`config.mk`:
```
export PLATFORM = sky130hd
export DESIGN_NAME = byte_word_packer
export DESIGN_NICKNAME = d
export VERILOG_FILES = /design/src/rtl/byte_word_packer.sv
export SDC_FILE = /design/constraint.sdc
export NUM_CORES = 1
export LEC_CHECK = 0
export CAP_MARGIN = 20
export CORE_ASPECT_RATIO = 1.75
export CORE_MARGIN = 5
export CORE_UTILIZATION = 44
export CTS_BUF_LIST = sky130_fd_sc_hd__clkbuf_16
export DETAILED_ROUTE_END_ITERATION = 10
export GPL_ROUTABILITY_DRIVEN = 0
export GPL_TIMING_DRIVEN = 0
export PLACE_DENSITY = 0.7
export SLEW_MARGIN = 20
export SYNTH_ARGS = -nofsm -noshare
export SYNTH_HDL_FRONTEND = slang
export SYNTH_SLANG_ARGS = --single-unit
```
`constraint.sdc`:
```
create_clock -name clk -period 3.6 [get_ports clk]
set_input_delay 0.54 -clock clk [delete_from_list [all_inputs] [get_ports clk]]
set_output_delay 0.54 -clock clk [all_outputs]
set_load 0.02 [all_outputs]
```
`src/rtl/byte_word_packer.sv`:
```
// Packs a little-endian byte stream into LANES-wide words on a registered
// valid/ready output. A flush closes out a partial word with a keep mask.
module byte_word_packer #(
  parameter int DATA_W = 8,
  parameter int LANES  = 4
) (
  input  logic                      clk,
  input  logic                      rst_n,
  input  logic [DATA_W-1:0]         u2d_data_i,
  input  logic                      u2d_valid_i,
  output logic                      u2d_ready_o,
  input  logic                      flush_i,
  output logic [LANES*DATA_W-1:0]   d2u_data_o,
  output logic [LANES-1:0]          d2u_keep_o,
  output logic                      d2u_valid_o,
  input  logic                      d2u_ready_i
);

  localparam int CNT_W = (LANES > 1) ? $clog2(LANES) : 1;
  localparam int N_W   = $clog2(LANES + 1);
  localparam logic [CNT_W-1:0] LAST_CNT = CNT_W'(LANES - 1);

  logic [DATA_W-1:0]       acc_q [LANES];
  logic [DATA_W-1:0]       acc_d [LANES];
  logic [CNT_W-1:0]        cnt_q, cnt_d;
  logic [LANES*DATA_W-1:0] data_q, data_d;
  logic [LANES-1:0]        keep_q, keep_d;
  logic                    valid_q, valid_d;

  logic                    slot_free;
  logic                    last;
  logic                    ready;
  logic                    accept;
  logic                    flush_go;
  logic                    emit;
  logic [N_W-1:0]          n_fill;
  logic [LANES*DATA_W-1:0] word_data;
  logic [LANES-1:0]        word_keep;

  assign slot_free = !valid_q || d2u_ready_i;
  assign last      = (cnt_q == LAST_CNT);
  // Only a word-producing action needs the output slot; lower lanes keep filling.
  assign ready     = rst_n && (slot_free || (!last && !flush_i));
  assign accept    = u2d_valid_i && ready;
  assign flush_go  = flush_i && ready;
  assign n_fill    = N_W'(cnt_q) + N_W'(accept);
  assign emit      = (accept && last) || (flush_go && (n_fill != '0));

  generate
    for (genvar gi = 0; gi < LANES; gi++) begin : g_lane
      logic              hit;
      logic [DATA_W-1:0] lane_val;

      assign hit       = accept && (cnt_q == CNT_W'(gi));
      assign lane_val  = hit ? u2d_data_i : acc_q[gi];
      assign word_keep[gi] = (N_W'(gi) < n_fill);
      assign word_data[gi*DATA_W +: DATA_W] = word_keep[gi] ? lane_val : '0;
      assign acc_d[gi] = emit ? '0 : lane_val;
    end
  endgenerate

  always_comb begin
    cnt_d   = cnt_q;
    data_d  = data_q;
    keep_d  = keep_q;
    valid_d = valid_q;
    if (emit) begin
      cnt_d   = '0;
      data_d  = word_data;
      keep_d  = word_keep;
      valid_d = 1'b1;
    end else begin
      if (accept) begin
        cnt_d = cnt_q + 1'b1;
      end
      if (valid_q && d2u_ready_i) begin
        valid_d = 1'b0;
      end
    end
  end

  always_ff @(posedge clk or negedge rst_n) begin
    if (!rst_n) begin
      for (int k = 0; k < LANES; k++) begin
        acc_q[k] <= '0;
      end
      cnt_q   <= '0;
      data_q  <= '0;
      keep_q  <= '0;
      valid_q <= 1'b0;
    end else begin
      for (int k = 0; k < LANES; k++) begin
        acc_q[k] <= acc_d[k];
      end
      cnt_q   <= cnt_d;
      data_q  <= data_d;
      keep_q  <= keep_d;
      valid_q <= valid_d;
    end
  end

  assign u2d_ready_o = ready;
  assign d2u_data_o  = data_q;
  assign d2u_keep_o  = keep_q;
  assign d2u_valid_o = valid_q;

endmodule

```
Yosys cells after proc, flatten, opt, wreduce, memory -nomap -nowiden
Cells that the tools add are included.
{ "word_totals": {"register_bits": 71, "output_inout_bits": 38, "inputBits": 13, "wordCells": 53} }
{ "classes": {"magnitude_cmp": 4, "add_sub_neg": 2, "reduce_logical": 20, "mux": 16, "n_eq_ne": 3} }
{ "ops": {"columns": ["cell", "count"], "rows": [
  ["$mux W8", 12],
  ["$logic_and A1 B1 Y1", 10],
  ["$lt A1 B3 Y1 const A", 2],
  ["$lt A2 B3 Y1 const A", 2],
  ["$eq A2 B2 Y1 const B", 2],
  ["$mux W2", 2],
  ["$reduce_bool A2 Y1", 2],
  ["$add A2 B1 Y3", 1],
  ["$logic_not A1 Y1", 3],
  ["$logic_or A1 B1 Y1", 3],
  ["$reduce_bool A3 Y1", 1],
  ["$add A2 B1 Y2 const B", 1],
  ["$eq A2 B1 Y1 const B", 1],
  ["$logic_not A2 Y1", 1],
  ["$mux W1", 2]
]} }

Depth between registers and ports, before layout
Gate-level depths: netlist of the first run.
{ "logic_depth": {"ltp_word": 11, "ltp_mapped": 12, "depth_no_buf": 10} }

Least setup slack after synthesis of the first run
No wires, ideal clock.
{ "synth_timing": {"path_type": "register to register", "start": "reg cnt_q[0]", "end": "reg data_q[25] (netlist: d2u_data_o[25])", "arrival_time_ns": 2.534, "stages_incl_launch_ff": 12, "setup_ns": 0.131, "synth_period_minus_slack_ns": 2.665, "required_ns": 3.469, "path_slack_ns": 0.935, "cell_sequence": "dfrtp_1 -> ha_1 -> nor2_4 -> o211a_1 -> ha_1 -> inv_1 -> ha_1 -> o31a_1 -> and3_1 -> buf_6 -> o21ai_2 -> o2bb2ai_1"} }
{ "synth_between": {"elab_chain_cells": 10} }
{ "synth_rtl": {"columns": ["item", "line_no", "rtl"], "rows": [
  ["from (decl)", "25", "logic [CNT_W-1:0] cnt_q, cnt_d;"],
  ["from (signal assigned)", "95", "cnt_q <= cnt_d;"],
  ["branches (longest 10 deep; another with $add A2 B1 Y3)", null, null],
  ["to (signal assigned)", "96", "data_q <= data_d;"],
  ["to (decl)", "26", "logic [LANES*DATA_W-1:0] data_q, data_d;"]
]} }
Several ways; the timed one is not identified.
A chain may end at the register's enable or synchronous reset.

Final worst setup path of the first run
{ "layout_timing": {"start": "in rst_n", "end": "reg data_q[28] (netlist: d2u_data_o[28])"} }
{ "layout_between": {"elab_chain_cells": 6} }
{ "layout_rtl": {"columns": ["item", "line_no", "rtl"], "rows": [
  ["from (decl)", "8", "input logic rst_n,"],
  ["$logic_and A1 B1 Y1 *", "43", "assign ready = rst_n && (slot_free || (!last && !flush_i));"],
  ["branches (longest 5 deep; another with $add A2 B1 Y3)", null, null]
]} }
Mark *: on every way between the ends.

==> out/qor.yml, run 1 <==
global_routing:
  grt_pass1_vias: 2126
  antenna_found_initial: 0
  grtUsageTotal_pct: 17.2
  grt_pass1_wl_um: 11200
  grt_max_degree: 42
  gr-total-overflow: 0
  use_met3_pct: 3.27
  grt.busiest_layer: "met2"
  met2_usage_pct: 27.7
  met1_usage_pct: 21.2
finish:
  final_nets: 308
  final_area_um2: 3910
  areaGrowthSynthToFinish_pct: 28.5
  layout.core_utilization_pct: 57.4
  drive_above_1_share_pct: 11.6
  antennaDiodeCount: 0
floorplanning:
  initial_core_util_pct: 44.7
  io_pins: 51
  die_y_um: 120
  rows: 40
  coreArea_um2: 6810
  die-area_um2: 8740
  die_w_um: 72.9
cts:
  clock_sinks: 71
  insertion_delay_ns: 0.33
  cts_tree: "yes"
  clk_pin_slew_ns: 0.05
  cts_buffer_depth: 2
  cts.repair.resized: 0
  cts_root_buffer: "clkbuf_16"
  postCtsSetupRepairBufs: 0
  hold_buffers: 0
  numCtsBuffers: 9
  htreeDepth: 3
timing:
  post-route-min-period_ns: 3.12
  post-route-period-util_pct: 86.6
  fmax_ghz: 0.321
  worst_slew_pin_slew_ns: 0.501
  finalMaxSlewViolations: 0
  maxSlewHeadroom_pct: 66.6
  rsz0062_at_grt: "false"
  final.setup_skew_ns: 0.00470
  hold_violations: 0
  fin_ws_ns: 0.482
  finalSetupViolCount: 0
routing:
  antenna_left: 0
  drc: 0
  drt-wirelength-per-cell_um: 18.1
  avgViaCountPerCell: 5.31
  drt_iter0_markers: 65
  via_count: 1996
  drt_pass1_iterations: 4
  routed_wl_um: 6820
hold_path:
  hp-class: "input port to asynchronous set/reset pin"
logic_synthesis:
  synth_edf_count: 0
  synth-seq-area-share_pct: 58.4
  yosysTopAreaCell: "dfrtp_1"
  synth_top_cell_area_share_pct: 58.4
  yosys-top-cells-area: "dfrtp_1 58%, mux2i_1 11%, o2bb2ai_1 9.2%, nor2_1 3.0%, ha_1 2.9%"
  netlist_top_cells_count: "71 x dfrtp_1, 32 x mux2i_1, 32 x o2bb2ai_1, 24 x nor2_1, 9 x and3_1"
  syn_nets: 247
  synth.cell_area_um2: 3040
  yosys_warnings: 0
  yosysUniqueCellTypes: 29
  yosys_most_used_dff: "dfrtp_1"
  postSynthCellCount: 227
  synth.avg_cell_area_um2: 13.4
  async_reset_ff_share_pct: 100
  synth_seq_cells: 71
  synth.most_common_cell: "dfrtp_1"
place:
  place_worst_setup_slack_ns: 0.0846
  dpl_cell_area_um2: 3650
  dpl.hpwl_um: 4890
  portBuffers: 49
run:
  cap_violations: 0
critical_path:
  critical_path_class: "input port to register"
  crit_path_end_kind: "register"
  cp_max_fo: 41
  cp-start-kind: "input port"
  crit_arrival_ns: 3.32
  cp.required_ns: 3.80
pwr:
  max-vdd-ir-drop_uv: 530
  power_density_nw_per_um2: 738
  cellLeakagePower_nw: 1.93
outcome:
  status: "finished, final reports clean"
==> layer usage <==
metal	vias to the layer above	part of all wire, %
met5	-	0
met4	0	3.0
met3	14	3.2
met2	37	52
met1	1001	42
li1	944	-
==> worst max-delay path, cell delays in order <==
cell,delay (ns)
buf_4,0.34
buf_12,0.29
buf_4,0.24
o211a_1,0.17
ha_1,0.16
inv_1,0.05
ha_1,0.28
o31a_1,0.33
and3_1,0.20
buf_6,0.14
o21ai_2,0.40
o2bb2ai_1,0.14
==> placed cells by master (no fill, tap or decap) <==
master           instances
buf_6                    1
inv_1                    7
dfrtp_1                 71
clkinv_2                 2
buf_2                    3
nand2b_1                 1
ha_1                     7
nor2_1                  24
o2bb2ai_1               32
o22ai_2                  1
clkdlybuf4s50_1         48
buf_8                    3
o211a_1                  1
clkbuf_1                 2
nor2_4                   1
o221ai_4                 1
nand2_1                  8
nand4_1                  1
o21ai_1                  2
o21ai_2                  2
and4_1                   1
o2111ai_4                3
clkinvlp_4               1
buf_12                   1
and3_1                   9
or4b_1                   1
nand3_1                  5
clkbuf_16                9
buf_4                    5
o221ai_1                 1
o21ai_0                  1
o31a_1                   1
clkinv_1                 3
mux2i_1                 32
nor2_8                   1
==> registers in the layout, indices dropped and copies added, names as in the netlist <==
register,count
d2u_valid_o,1
acc_q,32
d2u_keep_o,4
d2u_data_o,32
cnt_q,2
==> final cells by class <==
cell class,count,area (um2)
Timing Repair Buffer,50,508
Buffer,13,109
Sequential cell,71,1780
Clock inverter,6,28.8
Fill cell,617,2900
Tap cell,84,105
Multi-Input combinational cell,136,1130
Inverter,7,26.3
Clock buffer,9,225
==> where the power goes <==
group	internal, mW	switching [mW]
combinational	0.441	0.555
clock	0.451	0.311
sequential	1.02	0.106
total	1.91	0.973
==> through the flow <==
step | hold slack, ns | power (mW) | cells | setup TNS [ns]
after floorplan | 0.244 | 1.75 | 227 | 0
after global placement | 0.478 | 2.12 | 360 | -166.10
after detailed placement | 0.473 | 2.14 | 361 | 0
after CTS | 0.149 | 2.91 | 376 | 0
after global routing | 0.171 | 3.05 | 376 | 0
final | 0.136 | 2.88 | 376 | 0
==> path summary, 6_finish.rpt <==
check                      slack, ns        endpoint  cells past startpoint           start
hold reg to reg                 0.49  d2u_data_o[11]                      1  d2u_data_o[11]
setup / recovery                0.48  d2u_data_o[28]                     12           rst_n
setup reg to reg                0.57  d2u_data_o[28]                     11        cnt_q[0]
hold / removal                  0.14        cnt_q[0]                      1           rst_n
min in group clk                0.49  d2u_data_o[11]                      1  d2u_data_o[11]
max in group asynchronous       2.90   d2u_data_o[2]                      2           rst_n
==> kinds of logic (layout without fill, tap and decap cells) <==
kind of cell	Yosys count	count (layout)	share of synthesized area, %
adders and majority gates	7	7	2.88
buffers and inverters	20	85	4.44
DFF	71	71	58.4
and+or+nand+nor	52	52	8.68
muxes	32	32	10.5
AOI/OAI and AO/OA	45	45	15.1
Note: power is estimated with default switching activity, not from simulation.
==> run 2, diff against run 1 <==
Settings changed: TNS_END_PERCENT set to 10.
==> results of run 2 <==
Final layout, timing and power as in run 1 (identical DEF).
